`config.mk`:
```
export PLATFORM = sky130hd
export DESIGN_NAME = sigmoid_pwl_offset_gen
export DESIGN_NICKNAME = d
export VERILOG_FILES = /design/src/rtl/sigmoid_pwl_pkg.sv /design/src/rtl/sigmoid_pwl_segment.sv /design/src/rtl/sigmoid_pwl_offset_gen.sv
export SDC_FILE = /design/constraint.sdc
export NUM_CORES = 1
export LEC_CHECK = 0
export BUFFER_PORTS_ARGS = -buffer_cell sky130_fd_sc_hd__buf_2
export CAP_MARGIN = 20
export CORE_ASPECT_RATIO = 0.8
export CORE_MARGIN = 5
export CORE_UTILIZATION = 52
export CTS_CLUSTER_DIAMETER = 60
export DETAILED_ROUTE_END_ITERATION = 8
export MAX_ROUTING_LAYER = met4
export PLACE_DENSITY = 0.73
export SYNTH_ARGS = -nofsm -noshare
export SYNTH_HDL_FRONTEND = slang
export SYNTH_HIERARCHICAL = 1
export SYNTH_SLANG_ARGS = --single-unit
```
`constraint.sdc`:
```
create_clock -name clk -period 2.5 [get_ports clk]
set_input_delay 0.5 -clock clk [delete_from_list [all_inputs] [get_ports clk]]
set_output_delay 0.5 -clock clk [all_outputs]
set_load 0.03 [all_outputs]
```
`src/rtl/sigmoid_pwl_pkg.sv`:
```
// Shared constants for the PLAN piecewise-linear sigmoid front end.
// Q-format constants are derived from the fractional bit count through q_scale().
package sigmoid_pwl_pkg;

    localparam int Q_FRAC = 8;

    localparam logic [1:0] SEG0 = 2'd0;
    localparam logic [1:0] SEG1 = 2'd1;
    localparam logic [1:0] SEG2 = 2'd2;
    localparam logic [1:0] SEG3 = 2'd3;

    // mant / 2^exp2 expressed with 'frac' fractional bits (requires frac >= exp2)
    function automatic int q_scale(input int mant, input int exp2, input int frac);
        return mant << (frac - exp2);
    endfunction

    localparam int ONE       = q_scale(1, 0, Q_FRAC);
    localparam int HALF      = q_scale(1, 1, Q_FRAC);
    localparam int C_0P625   = q_scale(5, 3, Q_FRAC);
    localparam int C_0P84375 = q_scale(27, 5, Q_FRAC);
    localparam int BRK_1P0   = q_scale(1, 0, Q_FRAC);
    localparam int BRK_2P375 = q_scale(19, 3, Q_FRAC);
    localparam int BRK_5P0   = q_scale(5, 0, Q_FRAC);

endpackage

```
`src/rtl/sigmoid_pwl_segment.sv`:
```
// Combinational PLAN segment logic: segment select from |x|, and segment evaluation y = f(|x|).
// Selection and evaluation are separate paths so they can sit in different pipeline stages.
module sigmoid_pwl_segment
    import sigmoid_pwl_pkg::*;
#(
    parameter int BITS = 16,
    parameter int FRAC = 8
) (
    input  logic [BITS-1:0] sel_ax_i,
    output logic [1:0]      seg_o,
    input  logic [BITS-1:0] ax_i,
    input  logic [1:0]      seg_i,
    output logic [BITS-1:0] y_o
);

    localparam logic [BITS-1:0] K_ONE   = BITS'(q_scale(1, 0, FRAC));
    localparam logic [BITS-1:0] K_HALF  = BITS'(q_scale(1, 1, FRAC));
    localparam logic [BITS-1:0] K_C1    = BITS'(q_scale(5, 3, FRAC));
    localparam logic [BITS-1:0] K_C2    = BITS'(q_scale(27, 5, FRAC));
    localparam logic [BITS-1:0] K_BRK1  = BITS'(q_scale(1, 0, FRAC));
    localparam logic [BITS-1:0] K_BRK2  = BITS'(q_scale(19, 3, FRAC));
    localparam logic [BITS-1:0] K_BRK5  = BITS'(q_scale(5, 0, FRAC));

    // Breakpoint values fall into the upper segment
    always_comb begin
        seg_o = SEG3;
        if (sel_ax_i < K_BRK1)
            seg_o = SEG0;
        else if (sel_ax_i < K_BRK2)
            seg_o = SEG1;
        else if (sel_ax_i < K_BRK5)
            seg_o = SEG2;
    end

    always_comb begin
        y_o = K_ONE;
        case (seg_i)
            SEG0:    y_o = (ax_i >> 2) + K_HALF;
            SEG1:    y_o = (ax_i >> 3) + K_C1;
            SEG2:    y_o = (ax_i >> 5) + K_C2;
            default: y_o = K_ONE;
        endcase
    end

endmodule

```
`src/rtl/sigmoid_pwl_offset_gen.sv`:
```
// Two-stage PLAN sigmoid front end: stage 1 takes |x| and picks a segment,
// stage 2 evaluates y and registers y / ONE-y / delayed x for sign_based_mux.
module sigmoid_pwl_offset_gen
    import sigmoid_pwl_pkg::*;
#(
    parameter int BITS = 16,
    parameter int FRAC = 8
) (
    input  logic            clk,
    input  logic            rst,
    input  logic            in_valid,
    output logic            in_ready,
    input  logic [BITS-1:0] x_in,
    output logic            out_valid,
    input  logic            out_ready,
    output logic [BITS-1:0] sign_bit,
    output logic [BITS-1:0] plus_offset,
    output logic [BITS-1:0] minus_offset
);

    localparam logic [BITS-1:0] K_ONE   = BITS'(q_scale(1, 0, FRAC));
    localparam logic [BITS-1:0] K_MIN   = {1'b1, {(BITS-1){1'b0}}};
    localparam logic [BITS-1:0] K_MAX   = {1'b0, {(BITS-1){1'b1}}};

    // The most negative input has no positive twin, so it saturates
    function automatic logic [BITS-1:0] abs_sat(input logic [BITS-1:0] v);
        if (v == K_MIN)
            return K_MAX;
        else if (v[BITS-1])
            return (~v) + 1'b1;
        else
            return v;
    endfunction

    logic            en;
    logic [BITS-1:0] ax_d;
    logic [1:0]      seg_d;
    logic [BITS-1:0] y_d;

    logic            vld_p1_q;
    logic [BITS-1:0] ax_p1_q;
    logic [1:0]      seg_p1_q;
    logic [BITS-1:0] x_p1_q;

    logic            vld_p2_q;
    logic [BITS-1:0] sign_p2_q;
    logic [BITS-1:0] plus_p2_q;
    logic [BITS-1:0] minus_p2_q;

    assign en       = !vld_p2_q || out_ready;
    assign in_ready = en;
    assign ax_d     = abs_sat(x_in);

    sigmoid_pwl_segment #(
        .BITS (BITS),
        .FRAC (FRAC)
    ) u_segment (
        .sel_ax_i (ax_d),
        .seg_o    (seg_d),
        .ax_i     (ax_p1_q),
        .seg_i    (seg_p1_q),
        .y_o      (y_d)
    );

    always_ff @(posedge clk or posedge rst) begin
        if (rst) begin
            vld_p1_q   <= 1'b0;
            ax_p1_q    <= '0;
            seg_p1_q   <= SEG0;
            x_p1_q     <= '0;
            vld_p2_q   <= 1'b0;
            sign_p2_q  <= '0;
            plus_p2_q  <= '0;
            minus_p2_q <= '0;
        end else if (en) begin
            // stage 1: magnitude and segment select
            vld_p1_q   <= in_valid;
            ax_p1_q    <= ax_d;
            seg_p1_q   <= seg_d;
            x_p1_q     <= x_in;
            // stage 2: evaluate and form both offsets
            vld_p2_q   <= vld_p1_q;
            sign_p2_q  <= x_p1_q;
            plus_p2_q  <= y_d;
            minus_p2_q <= K_ONE - y_d;
        end
    end

    assign out_valid    = vld_p2_q;
    assign sign_bit     = sign_p2_q;
    assign plus_offset  = plus_p2_q;
    assign minus_offset = minus_p2_q;

endmodule

```
==> impl_metrics.tcl, run 1 <==
set metrics [dict create \
    grt_start_max_net_pins 82 \
    status "finished with violations" \
    final-setup-viol-count 3 \
    ios 70 \
    drc 0 \
    worst_pin_slew_ps 611 \
    cts.sinks 81 \
    post-route-min-period_ps 2570 \
    grt_pass1_vias 4003 \
    violations "negative setup slack" \
    drt_pass1_iterations 5 \
    vias_per_cell 5.39 \
    hold_violations 0 \
    finalMaxSlewViolations 0 \
    post-route-util_pct 72.1 \
    cpLargestDelayFamily "simple AND/OR/NAND/NOR gates" \
    clk_pin_slew_worst_paths_ps 90 \
    cp-end-kind "register" \
    die_h_um 92.0 \
    skew_ps 15.0 \
    dpl.hpwl_mm 8.04 \
    antenna_cells 0 \
    htree_levels 3 \
    max_freq_mhz 390 \
    antenna_found_initial 0 \
    worst_path_most_repeated_cell "buf_4" \
    cts_buffers 9 \
    worstPathArrival_ps 2850 \
    grt.overflow.total 0 \
    wirelength_mm 11.4 \
    crit_slowest_cell "or4_4" \
    stdcell_area_sq_mm 0.00581 \
    avgSynthCellArea_sq_um 8.31 \
    routedWlPerCell_um 14.8 \
    power.total_mw 5.03 \
    fin_hold_ws_ps 247 \
    synthCells 526 \
    initial_core_util_pct 54.3 \
    worst-setup-path-type "register to register" \
    yosysWarnings 6 \
    cp_cell_sequence "inv_2 -> ha_4 -> and2b_2 -> nor3_2 -> o31a_1 -> a211oi_2 -> or4_4 -> buf_4 -> buf_4 -> nand3_1 -> o21ai_0 -> nor3_1" \
    cts_root_buffer "clkbuf_8" \
    port-buffer-count 69 \
    drive_above_1_share_pct 33.7 \
    fin_crit_sh_pct 103 \
    ir_drop_mv 0.546 \
    syn_nets 554 \
    p_per_area_mw_per_mm2 866 \
    path_max_fanout 4 \
    slew_headroom_pct 59.1 \
    routabilityCongestion 0.891 \
    clock_path_buffers 2 \
    netlist_area_sq_mm 0.00437 \
    setup_slack_ps -66.3 \
    cp.required_ps 2780 \
    ant_nets 0 \
    p_leak_nw 2.86 \
    start_kind "register" \
    initialDrtViolationCount 278 \
    num_vias 4153 \
    hold_path_class "input port to asynchronous set/reset pin" \
    drv_cap 0 \
    worst-path-buf-inv 3 \
    grt_pass1_wl_mm 18.9 \
    rsz0062_at_grt "true" \
    die_area_sq_mm 0.0104 \
    core_area_sq_mm 0.00806 \
    die_w_um 113 \
    clk-insertion-delay-late_ps 360 \
    nets 685 \
    tritoncts "done" \
    regToRegSetupSlack_ps -70 \
    rows 29 \
    grt_usage_pct 22.5 \
    area_growth_pct 32.8 \
    max_stage_delay_ps 500 \
    hold_buffers 0 \
    postPlaceCellArea_sq_mm 0.00537 \
]
-- cell type report --
| class | count | area, sq um |
|---|---|---|
| flip-flops and latches | 81 | 2030 |
| clock buffers | 9 | 124 |
| clock inverters | 7 | 86.3 |
| fillers | 637 | 2250 |
| repair buffers | 155 | 1040 |
| well taps | 108 | 135 |
| inverters | 11 | 50.0 |
| multi-input cells | 399 | 2330 |
-- layout by cell type (no fill, tap or decap), drive strengths merged, types with 2 or more instances in the layout --
cell type    n
o21ai       17
clkbuf       9
nor3        10
o41ai        3
a31oi        5
or3b         2
nand4        2
o31a         2
o22ai       10
o21a         2
o31ai        9
dfrtp       81
a211oi       3
nor2        45
mux2i        5
nor4         4
a21boi       2
nand2b       3
or4          7
nand2      172
and3         3
clkinvlp     2
a21oi       22
nand3        5
buf        155
or3          5
ha           8
inv         14
nor2b        5
o22a         2
mux2         3
xnor2       16
xor2        13
-- layer usage --
layer,part of all wire [%],GRT usage [%]
met5,0,-
met4,1.6,6.11
met3,5.1,4.47
met2,47,33.9
met1,47,31.4
-- state kept, by name (all words and copies together), names as in the netlist --
| signal | flops |
|---|---|
| x_p1_q | 16 |
| vld_p1_q | 1 |
| minus_offset | 15 |
| plus_offset | 16 |
| seg_p1_q | 2 |
| ax_p1_q | 14 |
| sign_bit | 16 |
| out_valid | 1 |
-- per-stage QoR --
stage | worst slack [ps] | instances | TNS (ps)
global route | -191 | 770 | -669
detailed placement | -338 | 745 | -963
finish | -66.3 | 770 | -141
floorplan | -52.2 | 526 | -109
global placement | -245 | 745 | -665
CTS | -53.0 | 763 | -53.0
-- power breakdown --
part           switching, mW  total [mW]  internal, mW  leakage (nW)
logic                   1.32        2.22         0.893          1.79
registers              0.180        1.78          1.60         0.964
clock network          0.547        1.03         0.484         0.104
-- worst paths after layout --
path,start,endpoint,cells after the start
worst max-delay path,ax_p1_q[8]$_DFFE_PP0P_,minus_offset[13]$_DFFE_PP0P_,12
min in group clk,in_valid,vld_p1_q$_DFFE_PP0P_,3
max in group asynchronous,rst,ax_p1_q[9]$_DFFE_PP0P_,3
worst min-delay path,rst,sign_bit[1]$_DFFE_PP0P_,3
worst max register to register,ax_p1_q[8]$_DFFE_PP0P_,minus_offset[13]$_DFFE_PP0P_,12
worst min register to register,sign_bit[1]$_DFFE_PP0P_,sign_bit[1]$_DFFE_PP0P_,2
-- worst register-to-register path, stage by stage (launching register included) --
cell	delay, ps
dfrtp_2	450
inv_2	90
ha_4	130
and2b_2	250
nor3_2	150
o31a_1	190
a211oi_2	70
or4_4	500
buf_4	150
buf_4	140
nand3_1	90
o21ai_0	120
nor3_1	170
-- what timing repair did --
action	in CTS	in global routing
gates resized for setup	15	23
buffers inserted	2	7
setup endpoints to repair	5	13
pin swaps	1	11
Note: power is estimated with default switching activity, not from simulation.
==> inputs of run 2 (changes only) <==
--- a/config.mk
+++ b/config.mk
@@ -9,11 +9,11 @@
 export CAP_MARGIN = 20
 export CORE_ASPECT_RATIO = 0.8
 export CORE_MARGIN = 5
-export CORE_UTILIZATION = 52
+export CORE_UTILIZATION = 50
 export CTS_CLUSTER_DIAMETER = 60
 export DETAILED_ROUTE_END_ITERATION = 8
 export MAX_ROUTING_LAYER = met4
-export PLACE_DENSITY = 0.73
+export PLACE_DENSITY = 0.71
 export SYNTH_ARGS = -nofsm -noshare
 export SYNTH_HDL_FRONTEND = slang
 export SYNTH_HIERARCHICAL = 1
==> impl_metrics.tcl, run 2 (synthesized netlist as in run 1, its figures left out) <==
set metrics [dict create \
    fill_cells 699 \
    multiInputGateArea_sq_mm 0.00240 \
    seqCellArea_sq_mm 0.00203 \
    vias_per_cell 5.33 \
    port-buffer-count 69 \
    p_sw_mw 2.05 \
    htree_levels 3 \
    antenna_cells 0 \
    clk_pin_slew_worst_paths_ps 100 \
    num_vias 4105 \
    grt_usage_pct 22.3 \
    p_per_area_mw_per_mm2 878 \
    skew_ps 16.8 \
    antenna_found_initial 0 \
    grt_pass1_vias 4143 \
    grt_pass1_wl_mm 19.0 \
    fin_tns_setup_ps -140 \
    status "finished with violations" \
    hold_path_class "input port to asynchronous set/reset pin" \
    drt_pass1_iterations 4 \
    post-route-min-period_ps 2570 \
    drv_cap 0 \
    cts.sinks 81 \
    combPwrFrac_pct 44.1 \
    dp_slack_ps -327 \
    nets 681 \
    die_w_um 115 \
    worst_pin_slew_ps 736 \
    die_h_um 93.6 \
    area_growth_pct 33.6 \
    p_int_mw 3.08 \
    slew_headroom_pct 50.9 \
    fin_hold_ws_ps 249 \
    layout_commonest_cell "nand2_1" \
    start_kind "register" \
    final_cell_mix "nand2_1 (172), dfrtp_1 (76), buf_4 (76)" \
    initial_core_util_pct 51.3 \
    routabilityCongestion 0.897 \
    ir_drop_mv 0.527 \
    post-route-util_pct 68.5 \
    max_freq_mhz 389 \
    cts_root_buffer "clkbuf_8" \
    die_area_sq_mm 0.0107 \
    clk-insertion-delay-late_ps 360 \
    clock_path_buffers 2 \
    seq_power_share_pct 34.8 \
    worstPathArrival_ps 2820 \
    routedWlPerCell_um 15.2 \
    hold_violations 0 \
    rsz0062_at_grt "true" \
    p_sw_share_pct 40.0 \
    finalMaxSlewViolations 0 \
    dpl.hpwl_mm 8.12 \
    violations "negative setup slack" \
    initialDrtViolationCount 276 \
    final-setup-viol-count 2 \
    ios 70 \
    cp.required_ps 2750 \
    grt_start_max_net_pins 83 \
    setup_slack_ps -70.7 \
    path_max_fanout 4 \
    rows 30 \
    fin_crit_sh_pct 103 \
    drive_above_1_share_pct 33.6 \
    tritoncts "done" \
    worst-setup-path-type "register to register" \
    grt.overflow.total 0 \
    wirelength_mm 11.7 \
    core_area_sq_mm 0.00852 \
    cp-end-kind "register" \
    hold_buffers 0 \
    cts_buffers 9 \
    p_leak_nw 2.86 \
    drc 0 \
    p_clk_share_pct 21.1 \
    ant_nets 0 \
    power.total_mw 5.13 \
]
## run 2: worst max-delay path, stage by stage (launching register included)
cell,delay (ps)
dfrtp_2,440
ha_1,220
a21oi_2,210
nor2_1,100
xnor2_1,190
a211oi_1,150
or4_4,560
buf_6,150
nor3_4,190
and3_4,210
nor3_2,40
## run 2: routing by layer
metal / share of wire, % / track usage [%]
met1: 46 / 30.1
met2: 47 / 34.6
met3: 5.8 / 4.53
met4: 1.1 / 5.44
met5: 0 / -
## run 2: what timing repair did
action	4_1_cts	5_1_grt
gates resized for setup	19	33
endpoints found under the setup margin	6	11
cloned	0	0
buffers inserted	4	6
pin swaps	8	23
## run 2: metrics by stage
step | std cells | area [sq um]
global route | 770 | 5840
finish | 770 | 5840
CTS | 765 | 5640
global placement | 745 | 5320
detailed placement | 745 | 5320
floorplan | 526 | 4420
## run 2: area by class of cell
cell class	instances	area share [%]
tap	112	2.40
clock inverter	6	1.59
sequential	81	34.8
clock buffer	10	2.19
inverter	11	0.857
timing repair buffer	151	17.1
multi-input combinational	399	41.0
## run 2: power by group through the flow
| stage | combinational, mW | clock [mW] | sequential (mW) |
|---|---|---|---|
| CTS | 2.09 | 1.09 | 1.78 |
| detailed placement | 2.03 | 0 | 1.81 |
| global route | 2.44 | 1.16 | 1.83 |
| finish | 2.26 | 1.08 | 1.79 |
| floorplan | 0.884 | 0 | 2.21 |
| global placement | 1.99 | 0 | 1.79 |
## run 2: final timing paths
path | from | end | slack, ps | cells past startpoint
min in group clk | in_valid | vld_p1_q$_DFFE_PP0P_ | 360 | 3
min | rst | minus_offset[14]$_DFFE_PP0P_ | 250 | 2
max | ax_p1_q[9]$_DFFE_PP0P_ | minus_offset[15]$_DFFE_PP0P_ | -70 | 10
max reg2reg | ax_p1_q[9]$_DFFE_PP0P_ | minus_offset[15]$_DFFE_PP0P_ | -70 | 10
min reg2reg | minus_offset[1]$_DFFE_PP0P_ | minus_offset[1]$_DFFE_PP0P_ | 460 | 2
max in group asynchronous | rst | ax_p1_q[9]$_DFFE_PP0P_ | 1570 | 3
